File: src/rtl/ascon_pkg.sv
// Shared Ascon types and constants for the permutation datapath.
package ascon_pkg;

  localparam int WORD_WIDTH     = 64;
  localparam int NUM_WORDS      = 5;
  localparam int ROUNDS_MAX     = 12;
  localparam int CONST_IDX_LAST = 15;

  typedef logic [NUM_WORDS-1:0][WORD_WIDTH-1:0] ascon_state_t;
  typedef logic [3:0] round_idx_t;

  localparam logic [7:0] ROUND_CONST [16] = '{
    8'h3c, 8'h2d, 8'h1e, 8'h0f, 8'hf0, 8'he1, 8'hd2, 8'hc3,
    8'hb4, 8'ha5, 8'h96, 8'h87, 8'h78, 8'h69, 8'h5a, 8'h4b
  };

  typedef struct packed {
    ascon_state_t state;
    round_idx_t   idx;
    logic         last;
  } beat_t;

  function automatic logic [7:0] round_const(input round_idx_t idx);
    return ROUND_CONST[idx];
  endfunction

endpackage

File: src/rtl/substitution_layer.sv
// Combinational Ascon 5-bit S-box applied bitsliced across all 64 columns.
module substitution_layer
  import ascon_pkg::*;
(
  input  ascon_state_t state_i,
  output ascon_state_t state_o
);

  logic [WORD_WIDTH-1:0] w_x [NUM_WORDS];
  logic [WORD_WIDTH-1:0] w_t [NUM_WORDS];
  logic [WORD_WIDTH-1:0] w_y [NUM_WORDS];

  always_comb begin
    for (int i = 0; i < NUM_WORDS; i++) w_x[i] = state_i[i];
    w_x[0] = w_x[0] ^ w_x[4];
    w_x[4] = w_x[4] ^ w_x[3];
    w_x[2] = w_x[2] ^ w_x[1];
    // chi-like nonlinear step, then the output linear fix-up
    for (int i = 0; i < NUM_WORDS; i++) w_t[i] = ~w_x[i] & w_x[(i + 1) % NUM_WORDS];
    for (int i = 0; i < NUM_WORDS; i++) w_y[i] = w_x[i] ^ w_t[(i + 1) % NUM_WORDS];
    w_y[1] = w_y[1] ^ w_y[0];
    w_y[0] = w_y[0] ^ w_y[4];
    w_y[3] = w_y[3] ^ w_y[2];
    w_y[2] = ~w_y[2];
    for (int i = 0; i < NUM_WORDS; i++) state_o[i] = w_y[i];
  end

endmodule

File: src/rtl/const_sub_stage.sv
// Ascon round front half: round-constant addition plus S-box, one registered stage.
// Define ASCON_CONST_SUB_SKID_EN for a 2-entry skid buffer with a registered in_ready_o.
module const_sub_stage
  import ascon_pkg::*;
(
  input  logic         clk_i,
  input  logic         rst_ni,
  input  logic         in_valid_i,
  output logic         in_ready_o,
  input  logic         start_i,
  input  logic [3:0]   rounds_i,
  input  ascon_state_t state_i,
  output logic         out_valid_o,
  input  logic         out_ready_i,
  output ascon_state_t state_o,
  output logic [3:0]   round_idx_o,
  output logic         last_o,
  output logic         err_o
);

  logic         w_push;
  round_idx_t   w_idx;
  logic         w_err_set;
  logic         w_err_clr;
  ascon_state_t w_state_ca;
  ascon_state_t w_state_sb;
  beat_t        w_beat;
  beat_t        w_out;
  logic         w_out_vld;

  logic         r_active;
  round_idx_t   r_seq_idx;
  logic         r_err;

  assign w_push = in_valid_i && in_ready_o;

  // Bad rounds fall back to a full 12-round run; stray continuations pin to the last index.
  always_comb begin
    w_idx     = r_seq_idx + 4'd1;
    w_err_set = 1'b0;
    w_err_clr = 1'b0;
    if (start_i) begin
      if (rounds_i == 4'd0 || rounds_i > 4'(ROUNDS_MAX)) begin
        w_idx     = 4'(16 - ROUNDS_MAX);
        w_err_set = 1'b1;
      end else begin
        w_idx     = 4'd0 - rounds_i;
        w_err_clr = 1'b1;
      end
    end else if (!r_active || r_seq_idx == 4'(CONST_IDX_LAST)) begin
      w_idx     = 4'(CONST_IDX_LAST);
      w_err_set = 1'b1;
    end
  end

  always_ff @(posedge clk_i or negedge rst_ni) begin
    if (!rst_ni) begin
      r_active  <= 1'b0;
      r_seq_idx <= '0;
      r_err     <= 1'b0;
    end else if (w_push) begin
      r_active  <= 1'b1;
      r_seq_idx <= w_idx;
      if (w_err_set)      r_err <= 1'b1;
      else if (w_err_clr) r_err <= 1'b0;
    end
  end

  always_comb begin
    w_state_ca       = state_i;
    w_state_ca[2][7:0] = state_i[2][7:0] ^ round_const(w_idx);
  end

  substitution_layer u_sbox (
    .state_i (w_state_ca),
    .state_o (w_state_sb)
  );

  assign w_beat = '{state: w_state_sb, idx: w_idx, last: (w_idx == 4'(CONST_IDX_LAST))};

`ifdef ASCON_CONST_SUB_SKID_EN
  // r_buf[0] drives the outputs; entries 1 and 2 absorb beats accepted during a stall.
  beat_t      r_buf [3];
  logic [1:0] r_cnt;
  logic       r_in_rdy;
  logic       w_pop;
  logic [1:0] w_wr;
  logic [1:0] w_cnt_nxt;

  assign w_pop     = (r_cnt != 2'd0) && out_ready_i;
  assign w_wr      = r_cnt - {1'b0, w_pop};
  assign w_cnt_nxt = r_cnt + {1'b0, w_push} - {1'b0, w_pop};

  always_ff @(posedge clk_i or negedge rst_ni) begin
    if (!rst_ni) begin
      r_cnt    <= 2'd0;
      r_in_rdy <= 1'b0;
      for (int i = 0; i < 3; i++) r_buf[i] <= '0;
    end else begin
      if (w_pop) begin
        for (int i = 0; i < 2; i++) r_buf[i] <= r_buf[i+1];
      end
      if (w_push) r_buf[w_wr] <= w_beat;
      r_cnt    <= w_cnt_nxt;
      r_in_rdy <= (w_cnt_nxt != 2'd3);
    end
  end

  assign in_ready_o = r_in_rdy;
  assign w_out      = r_buf[0];
  assign w_out_vld  = (r_cnt != 2'd0);
`else
  beat_t r_out;
  logic  r_out_vld;

  assign in_ready_o = rst_ni && (!r_out_vld || out_ready_i);

  always_ff @(posedge clk_i or negedge rst_ni) begin
    if (!rst_ni) begin
      r_out_vld <= 1'b0;
      r_out     <= '0;
    end else if (w_push) begin
      r_out_vld <= 1'b1;
      r_out     <= w_beat;
    end else if (out_ready_i) begin
      r_out_vld <= 1'b0;
    end
  end

  assign w_out     = r_out;
  assign w_out_vld = r_out_vld;
`endif

  assign out_valid_o = w_out_vld;
  assign state_o     = w_out.state;
  assign round_idx_o = w_out.idx;
  assign last_o      = w_out.last;
  assign err_o       = r_err;

endmodule

File: config.mk
export PLATFORM = sky130hd
export DESIGN_NAME = const_sub_stage
export DESIGN_NICKNAME = d
export VERILOG_FILES = /design/src/rtl/ascon_pkg.sv /design/src/rtl/substitution_layer.sv /design/src/rtl/const_sub_stage.sv
export SDC_FILE = /design/constraint.sdc
export NUM_CORES = 1
export LEC_CHECK = 0
export CORE_AREA = 3 3 251 253
export DETAILED_ROUTE_END_ITERATION = 8
export DIE_AREA = 0 0 254 256
export PLACE_DENSITY_LB_ADDON = 0.15
export RECOVER_POWER = 25
export SLEW_MARGIN = 10
export SYNTH_ARGS = -nofsm -noshare
export SYNTH_HDL_FRONTEND = slang
export SYNTH_SLANG_ARGS = --single-unit
File: constraint.sdc
create_clock -name clk_i -period 2.9 [get_ports clk_i]
set_input_delay 0.58 -clock clk_i [delete_from_list [all_inputs] [get_ports clk_i]]
set_output_delay 0.58 -clock clk_i [all_outputs]
set_load 0.02 [all_outputs]
# Word level (Yosys, flattened, before mapping)
# Memory sizes are Yosys's and may differ from the RTL's.
# Cells that the tools add are included.
# classes
addsub	2
n_mul	0
div_mod_pow	0
order_cmp	2
n_eq_ne	2
shifts	0
mux	14
bitwise_logic	24
n_reduce_logical	11
# op_table
operator	n
64-bit XOR	11
64-bit inverter	6
64-bit AND	5
8-bit 2-to-1 mux	2
4-bit 2-to-1 mux	3
1-bit 2-to-1 mux	9
4-bit == test (second input constant)	2
8-bit XOR	1
5-bit >= comparator (second input constant)	1
4-bit inverter with 5-bit output	1
4-bit by 1-bit adder with 4-bit output (second input constant)	1
4-bit > comparator (second input constant)	1
4-bit zero test	1
2-bit nonzero test	2
1-bit by 4-bit subtractor with 4-bit output (first input constant)	1
1-bit logical OR	3
1-bit logical AND	2
1-bit zero test	2
2-bit AND reduction	1
# word_totals
ff_bits	328
latchBits	0
ram_bits	0
romBits	128
inputBits	329
wordCells	66
mem_count	1
# mem_list
memory	words	width	rd	rd_clocked_by_memory_dff	wr	line_no	text
(no name shown)	16	8	1	0	0	ascon_pkg.sv:24	return ROUND_CONST[idx];

# Longest topological paths before layout
# Gate-level depths: netlist of run 1.
# logic_depth
depth_word	14
mapped_depth	12
depth_no_buf	12

# By module
# A second synthesis of run 1 with hierarchy kept.
# hier_totals
hier_cells	2592
hier_area_um2	21064.0
# modules_own_cells
module	n_inst	cells_per_inst	area_each_um2	seq_area_each_um2
const_sub_stage	1	1419	12602.1	8207.9
substitution_layer	1	1173	8461.9	0.0

# Worst setup path before layout of run 1
# OpenSTA, ideal clock, no wires.
# synth_timing
path_type	input to register
start	in rounds_i[0]
end	reg r_out, in the netlist state_o[195]
arrival_time_ns	2.650
path_slack_ns	0.124
path_stages	12
path_cell_list	inv_1 ha_1 and4bb_1 a31oi_2 nand2_1 inv_1 ha_1 xnor2_1 ha_1 xnor2_1 xor2_1 a21oi_1
# synth_rtl
item	line_no	text
from (decl)	const_sub_stage.sv:11	input logic [3:0] rounds_i,
to (signal assigned)	const_sub_stage.sv:124	r_out <= w_beat;
to (decl)	const_sub_stage.sv:113	beat_t r_out;

# Worst setup path after layout of run 1
# layout_timing
start	in rounds_i[0]
end	reg r_out, in the netlist state_o[69]
# layout_between
elab_chain_cells	14
elab_cells_between_ends	18
classes_between	add/sub: 1; order compare: 1; mux: 4; bitwise: 9; reduce/logical: 2; memory: 1
# layout_rtl
item	line_no	text
4-bit > comparator / 4-bit zero test (equally long branches)	const_sub_stage.sv:43	if (rounds_i == 4'd0 || rounds_i > 4'(ROUNDS_MAX)) begin
1-bit logical OR	const_sub_stage.sv:43	
4-bit 2-to-1 mux (*)	const_sub_stage.sv:43	
4-bit 2-to-1 mux (*)	const_sub_stage.sv:42	if (start_i) begin
4-bit inverter with 5-bit output (implied by the code) (*)	ascon_pkg.sv:24	
memory 16 x 8 bit (*)	--	
8-bit 2-to-1 mux (implied by the code) (*) (2 in a row)	ascon_pkg.sv:24	
8-bit XOR (*)	const_sub_stage.sv:71	w_state_ca[2][7:0] = state_i[2][7:0] ^ round_const(w_idx);
64-bit XOR (*)	substitution_layer.sv:17	w_x[2] = w_x[2] ^ w_x[1];
64-bit inverter	substitution_layer.sv:19	for (int i = 0; i < NUM_WORDS; i++) w_t[i] = ~w_x[i] & w_x[(i + 1) % NUM_WORDS];
64-bit AND	substitution_layer.sv:19	
64-bit XOR	substitution_layer.sv:20	for (int i = 0; i < NUM_WORDS; i++) w_y[i] = w_x[i] ^ w_t[(i + 1) % NUM_WORDS];
64-bit XOR (*)	substitution_layer.sv:21	w_y[1] = w_y[1] ^ w_y[0];
# Mark *: on every way between the ends. The rest lies on a longest branch, timed or not. The select of a mux whose other input is x is not followed.
# A chain may end at the register's enable or synchronous reset.

==> results of run 1 <==
registers in the layout (all words and copies together) (netlist names):
register and cells:
state_o 320, round_idx_o 4, err_o 1, last_o 1
out_valid_o 1, r_active 1
worst min path at each step:
stage	endpoint	cells past startpoint	slack, ns	start
2_1_floorplan	err_o	0	0.28	rst_ni
3_3_place_gp	state_o[255]	1	0.43	rst_ni
3_5_place_dp	state_o[261]	1	0.43	rst_ni
4_1_cts	state_o[255]	2	0.41	rst_ni
5_1_grt	state_o[255]	2	0.44	rst_ni
6_report	state_o[255]	2	0.45	rst_ni
cells in the mapped netlist (3+ instances only):
master	instances	area, um2
nand2_1	518	1940
dfrtp_1	328	8210
xnor2_1	295	2580
o21ai_0	242	1210
inv_1	155	582
xor2_1	154	1350
ha_1	131	1640
a21oi_1	119	596
nor2_1	73	274
buf_2	45	225
and3_1	42	263
o31ai_1	42	315
mux2i_1	39	390
clkbuf_1	27	101
maj3_1	13	130
nor3_1	10	50.1
nand3_1	7	35.0
a31oi_1	6	37.5
a221oi_1	4	35.0
nor4_1	4	25.0
buf_4	3	22.5
nand3b_1	3	22.5
nor2b_1	3	18.8
o21ai_1	3	15.0
power breakdown:
part           switching, mW  leakage [nW]  internal (mW)
clock network           2.13         0.742           3.44
registers              0.643          4.00           5.70
logic                   4.34          8.73           3.85
per-layer routing:
layer / vias to the layer above / wire length [um] / global-route usage, %
met3: 97 / 4560 / 5.53
met1: 8334 / 27200 / 24.0
met4: 6 / 1700 / 6.04
met5: - / 43 / 0
li1: 8952 / - / -
met2: 408 / 35500 / 37.8
through the flow:
| stage | power, mW | instances |
|---|---|---|
| 2_1_floorplan | 10.5 | 2306 |
| 3_3_place_gp | 14.5 | 3731 |
| 3_5_place_dp | 14.6 | 3731 |
| 4_1_cts | 20.4 | 3809 |
| 5_1_grt | 21.3 | 3817 |
| 6_report | 20.1 | 3819 |
timing repair:
item	in CTS	in global routing
setup buffers	0	5
gates resized for setup	0	15
endpoints found under the setup margin	0	14
endpoints found under the hold margin	5	0
hold buffers	1	0
area by class of cell:
cell class,count,area (um2)
antenna,5,12.5
tap,790,988
sequential,328,8210
inverter,155,582
fill,5740,31400
multi-input combinational,1748,11400
clock buffer,63,1330
clock inverter,14,151
timing repair buffer,716,7160
logic make-up after synthesis:
kind of cell	share of synthesized area (%)
buffers and inverters	4.55
DFF	40.1
muxes	1.96
and+or+nand+nor	13.8
adders and majority gates	8.64
xor gates and xnor gates	19.2
AOI/OAI and AO/OA	11.8
==> results by group, run 1 <==
Status
  • Status: complete, but fails checks
  • Failing checks: max-capacitance violations, max-slew violations

Timing
  • Worst slew pin tran: 1.67 ns
  • Max-slew violations: 64
  • Max Clk Rate: 360 MHz
  • Setup violators final: 0
  • Final Cycle Share: 95.8%
  • Final min period: 2.78 ns
  • Max Clock Skew: 0.0169 ns
  • Hold WS: 0.452 ns
  • TNS Setup: 0 ns
  • Final count of hold timing violations: 0
  • PnR worst setup slack: 0.123 ns
  • Max-slew headroom: -11.2%

Pwr
  • Pwr Density: 673 nW/um2
  • Worst VDD drop: 0.000351 V
  • P_leak: 13.5 nW

Setup path
  • Worst Path Max Fanout: 4
  • CP bufs+invs: 6
  • R2R setup slack: 0.24 ns
  • Cells on worst reg2reg path: 10
  • CP endpoint kind: flop
  • Critical Path AT: 3.20 ns
  • Critical path class: in2reg
  • CP most frequent cell: buf_4
  • Setup crit end: state_o[69]
  • CP peak stage delay: 0.49 ns
  • Crit path max-delay cell type: clkdlybuf4s50_1
  • CP Cell Sequence: clkdlybuf4s50_1 -> inv_1 -> ha_1 -> buf_4 -> nor3b_2 -> buf_4 -> o31ai_4 -> a211oi_2 -> buf_4 -> ha_1 -> xor2_1 -> buf_4 -> a221oi_2 -> nand3_1
  • CP Depth: 14
  • CP startpoint kind: input pin
  • Start point of the critical path: rounds_i[0]
  • Reg2reg end: state_o[195]
  • Reg-to-Reg Start: round_idx_o[1]
  • Worst Path Required: 3.32 ns
  • Largest delay share family, worst path: buffers and inverters

Floorplanning
  • I/O Pins: 657
  • Starting Density: 33.4%
  • FP Rows: 91
  • Chip height: 256 um
  • Core Area: 61300 um2
  • Overall die width: 254 um
  • Die outline area: 65000 um2

Final layout
  • Most frequent cells in the layout: 655 x clkdlybuf4s50_1, 518 x nand2_1, 328 x dfrtp_1, 293 x xnor2_1, 242 x o21ai_0
  • Net count, final: 3453
  • Util after Layout: 48.8%
  • Most common cell after layout, fill and taps aside: clkdlybuf4s50_1
  • Final instance area: 29900 um2
  • Area Overhead vs Synth: 45.9%
  • Layout cell share with drive strength beyond 1: 5.16%

Routing
  • TritonRoute pass-1 iters: 6
  • DR WL/cell: 18.1 um
  • DRC viols: 0
  • Via/cell ratio: 4.66
  • DRT antenna net count: 0
  • Final Routed Wirelength: 69.0 mm
  • Via count: 17797
  • DRT iter0 DRCs: 637

Global routing
  • Global-route wire length before repair: 106 mm
  • Global Route Usage Sum: 20.9%
  • Largest net degree at the start of global routing: 153
  • Total gr overflow: 0
  • Initial antenna violation count: 9
  • Vias in the first global route: 18017

Clocking
  • Worst skew pair latency: 0.56 ns
  • CTS tree: done
  • Root Driver: clkbuf_16
  • Clk slew on worst S/H paths: 0.06 ns
  • Clock buffer count from CTS: 44
  • Clock Sinks: 328
  • CTS Buffer Depth: 3
  • H-tree depth: 2

Placed design
  • Port bufs: 656
  • DP Area: 28200 um2
  • Pre-CTS WS: -0.570 ns
  • Placer Congestion: 0.876
  • Post-detail-place hpwl: 54.6 mm

Job
  • Max_cap viols: 1

Min path
  • Hold Path Class: in2async

Synth
  • Synth Instances: 2306
  • #FFs+latches synth: 328
  • Net count after synthesis: 2766
  • Synthesized area per cell: 8.88 um2
  • Post-synthesis sequential area ratio: 40.1%
  • Cell Area, Synth: 20500 um2
  • Synth unique cells: 54
  • Asr flop ratio synth: 100%
  • Post-synth EDFFs: 0
  • Number of synthesis warnings: 0
  • Post-synth top flop: dfrtp_1
Power figures use the tool's default switching activity.
==> inputs of run 2 (changes only) <==
- CTS_CLUSTER_SIZE: unset -> 25
==> run 2 against run 1 <==
- the flow still finishes with violations (max-capacitance violations, max-slew violations)
- sequential share of layout area is the same
- routed wire length is essentially flat
- register-to-register slack is essentially flat
- non-clock buffer count is the same
- worst setup slack lost 0.0092 ns
- clock power is essentially flat
- fmax shrank 0.33%
- global-route usage is the same
- largest power group unchanged
==> results by group, run 2 (same netlist as run 1, synthesis figures left out) <==
Clocking
  • Clk slew on worst S/H paths: 0.06 ns
  • H-tree depth: 2
  • CTS Buffer Depth: 3
  • Root Driver: clkbuf_16
  • CTS tree: done
  • Clock buffer count from CTS: 44
  • Clock Sinks: 328
  • Worst skew pair latency: 0.56 ns

Timing
  • Max-slew headroom: -11.2%
  • Max Clk Rate: 359 MHz
  • Final min period: 2.79 ns
  • Setup violators final: 0
  • Max Clock Skew: 0.0166 ns
  • Worst slew pin tran: 1.67 ns
  • Final Cycle Share: 96.1%
  • Max-slew violations: 64
  • PnR worst setup slack: 0.114 ns
  • Final count of hold timing violations: 0

Setup path
  • Reg-to-Reg Start: round_idx_o[1]
  • R2R setup slack: 0.25 ns
  • Largest delay share family, worst path: buffers and inverters
  • CP Cell Sequence: clkdlybuf4s50_1 -> inv_1 -> ha_1 -> buf_4 -> nor3b_2 -> buf_4 -> o31ai_4 -> a211oi_2 -> buf_4 -> ha_1 -> xor2_1 -> buf_4 -> a221oi_2 -> nand3_1
  • Critical path class: in2reg
  • Reg2reg end: state_o[195]
  • CP peak stage delay: 0.49 ns
  • Worst Path Max Fanout: 4
  • Critical Path AT: 3.21 ns
  • Cells on worst reg2reg path: 10
  • Crit path max-delay cell type: clkdlybuf4s50_1
  • CP endpoint kind: flop
  • Worst Path Required: 3.32 ns
  • CP bufs+invs: 6
  • CP startpoint kind: input pin
  • CP most frequent cell: buf_4

Floorplanning
  • Chip height: 256 um
  • Overall die width: 254 um
  • Die outline area: 65000 um2
  • Core Area: 61300 um2
  • Starting Density: 33.4%
  • I/O Pins: 657
  • FP Rows: 91

Final layout
  • Most common cell after layout, fill and taps aside: clkdlybuf4s50_1
  • Most frequent cells in the layout: 655 x clkdlybuf4s50_1, 518 x nand2_1, 328 x dfrtp_1, 293 x xnor2_1, 242 x o21ai_0
  • Net count, final: 3453
  • Number of flip-flops in the largest register: 320
  • Area Overhead vs Synth: 45.9%
  • Fillers: 5740
  • Layout cell share with drive strength beyond 1: 5.16%

Routing
  • Via/cell ratio: 4.66
  • DR WL/cell: 18.1 um
  • DRC viols: 0
  • DRT antenna net count: 0
  • Final Routed Wirelength: 69.0 mm
  • TritonRoute pass-1 iters: 5
  • Via count: 17810
  • DRT iter0 DRCs: 589

Global routing
  • Largest net degree at the start of global routing: 153
  • Global Route Usage Sum: 20.9%
  • Total gr overflow: 0
  • Initial antenna violation count: 9
  • Vias in the first global route: 18017
  • Global-route wire length before repair: 106 mm

Pwr
  • P_leak: 13.5 nW
  • Final Power: 20.1 mW
  • Pwr Density: 673 nW/um2
  • Worst VDD drop: 0.000351 V

Status
  • Status: complete, but fails checks
  • Failing checks: max-capacitance violations, max-slew violations

Job
  • Max_cap viols: 1

Placed design
  • Pre-CTS WS: -0.570 ns
  • Placer Congestion: 0.876
  • Port bufs: 656
  • Post-detail-place hpwl: 54.6 mm

Min path
  • Hold Path Class: in2async
-- run 2: worst register-to-register path, cell delays in order (launching register included) --
cell and delay [ns]:
dfrtp_1 0.40, ha_1 0.22, nand3_2 0.19, and2_1 0.24, a32oi_2 0.27, ha_4 0.29
xnor2_1 0.22, ha_1 0.29, xnor2_2 0.15, xor2_1 0.16, a21oi_1 0.15
-- run 2: worst max-delay path by stage --
stage          cells past startpoint         from           end
3_5_place_dp                      13  rounds_i[0]  state_o[199]
4_1_cts                           13  rounds_i[0]  state_o[199]
2_1_floorplan                     12  rounds_i[0]  state_o[195]
3_3_place_gp                      13  rounds_i[0]  state_o[199]
6_report                          14  rounds_i[0]   state_o[69]
5_1_grt                           12  rounds_i[0]   state_o[64]
-- run 2: power breakdown --
group          switching, mW  total (mW)  leakage [nW]  internal (mW)
clock network           2.13        5.57         0.742           3.44
logic                   4.34        8.19          8.73           3.85
registers              0.643        6.35          4.00           5.70
-- run 2: final cells by class --
class                      count  area, um2  area share (%)
antenna                        5       12.5          0.0419
clock buffer                  63       1330            4.47
clock inverter                14        151           0.507
inverter                     155        582            1.95
multi-input combinational   1748      11400            38.3
sequential                   328       8210            27.5
tap                          790        988            3.31
timing repair buffer         716       7160            24.0
-- run 2: stage by stage --
stage               util [%]  TNS (ns)  instance area [um2]  cells  hold slack, ns
floorplan                  -         0                20500   2306           0.284
global placement        46.1     -7.37                28200   3731           0.429
detailed placement      46.1     -9.64                28200   3731           0.432
CTS                     48.6         0                29700   3809           0.415
global route            48.7   -0.0548                29900   3817           0.440
finish                  48.8         0                29900   3819           0.454
-- run 2: what timing repair did --
action,in CTS,in global routing
hold endpoints to repair,5,0
setup buffers,0,5
endpoints found under the setup margin,0,14
hold buffers,1,0
resized for setup,0,15
-- run 2: routing by layer --
metal	wire length (um)	vias up	global-route usage (%)
met5	47	-	0
met4	1690	6	6.04
met3	4610	96	5.53
met2	35600	415	37.8
met1	27100	8344	24.0
li1	-	8949	-
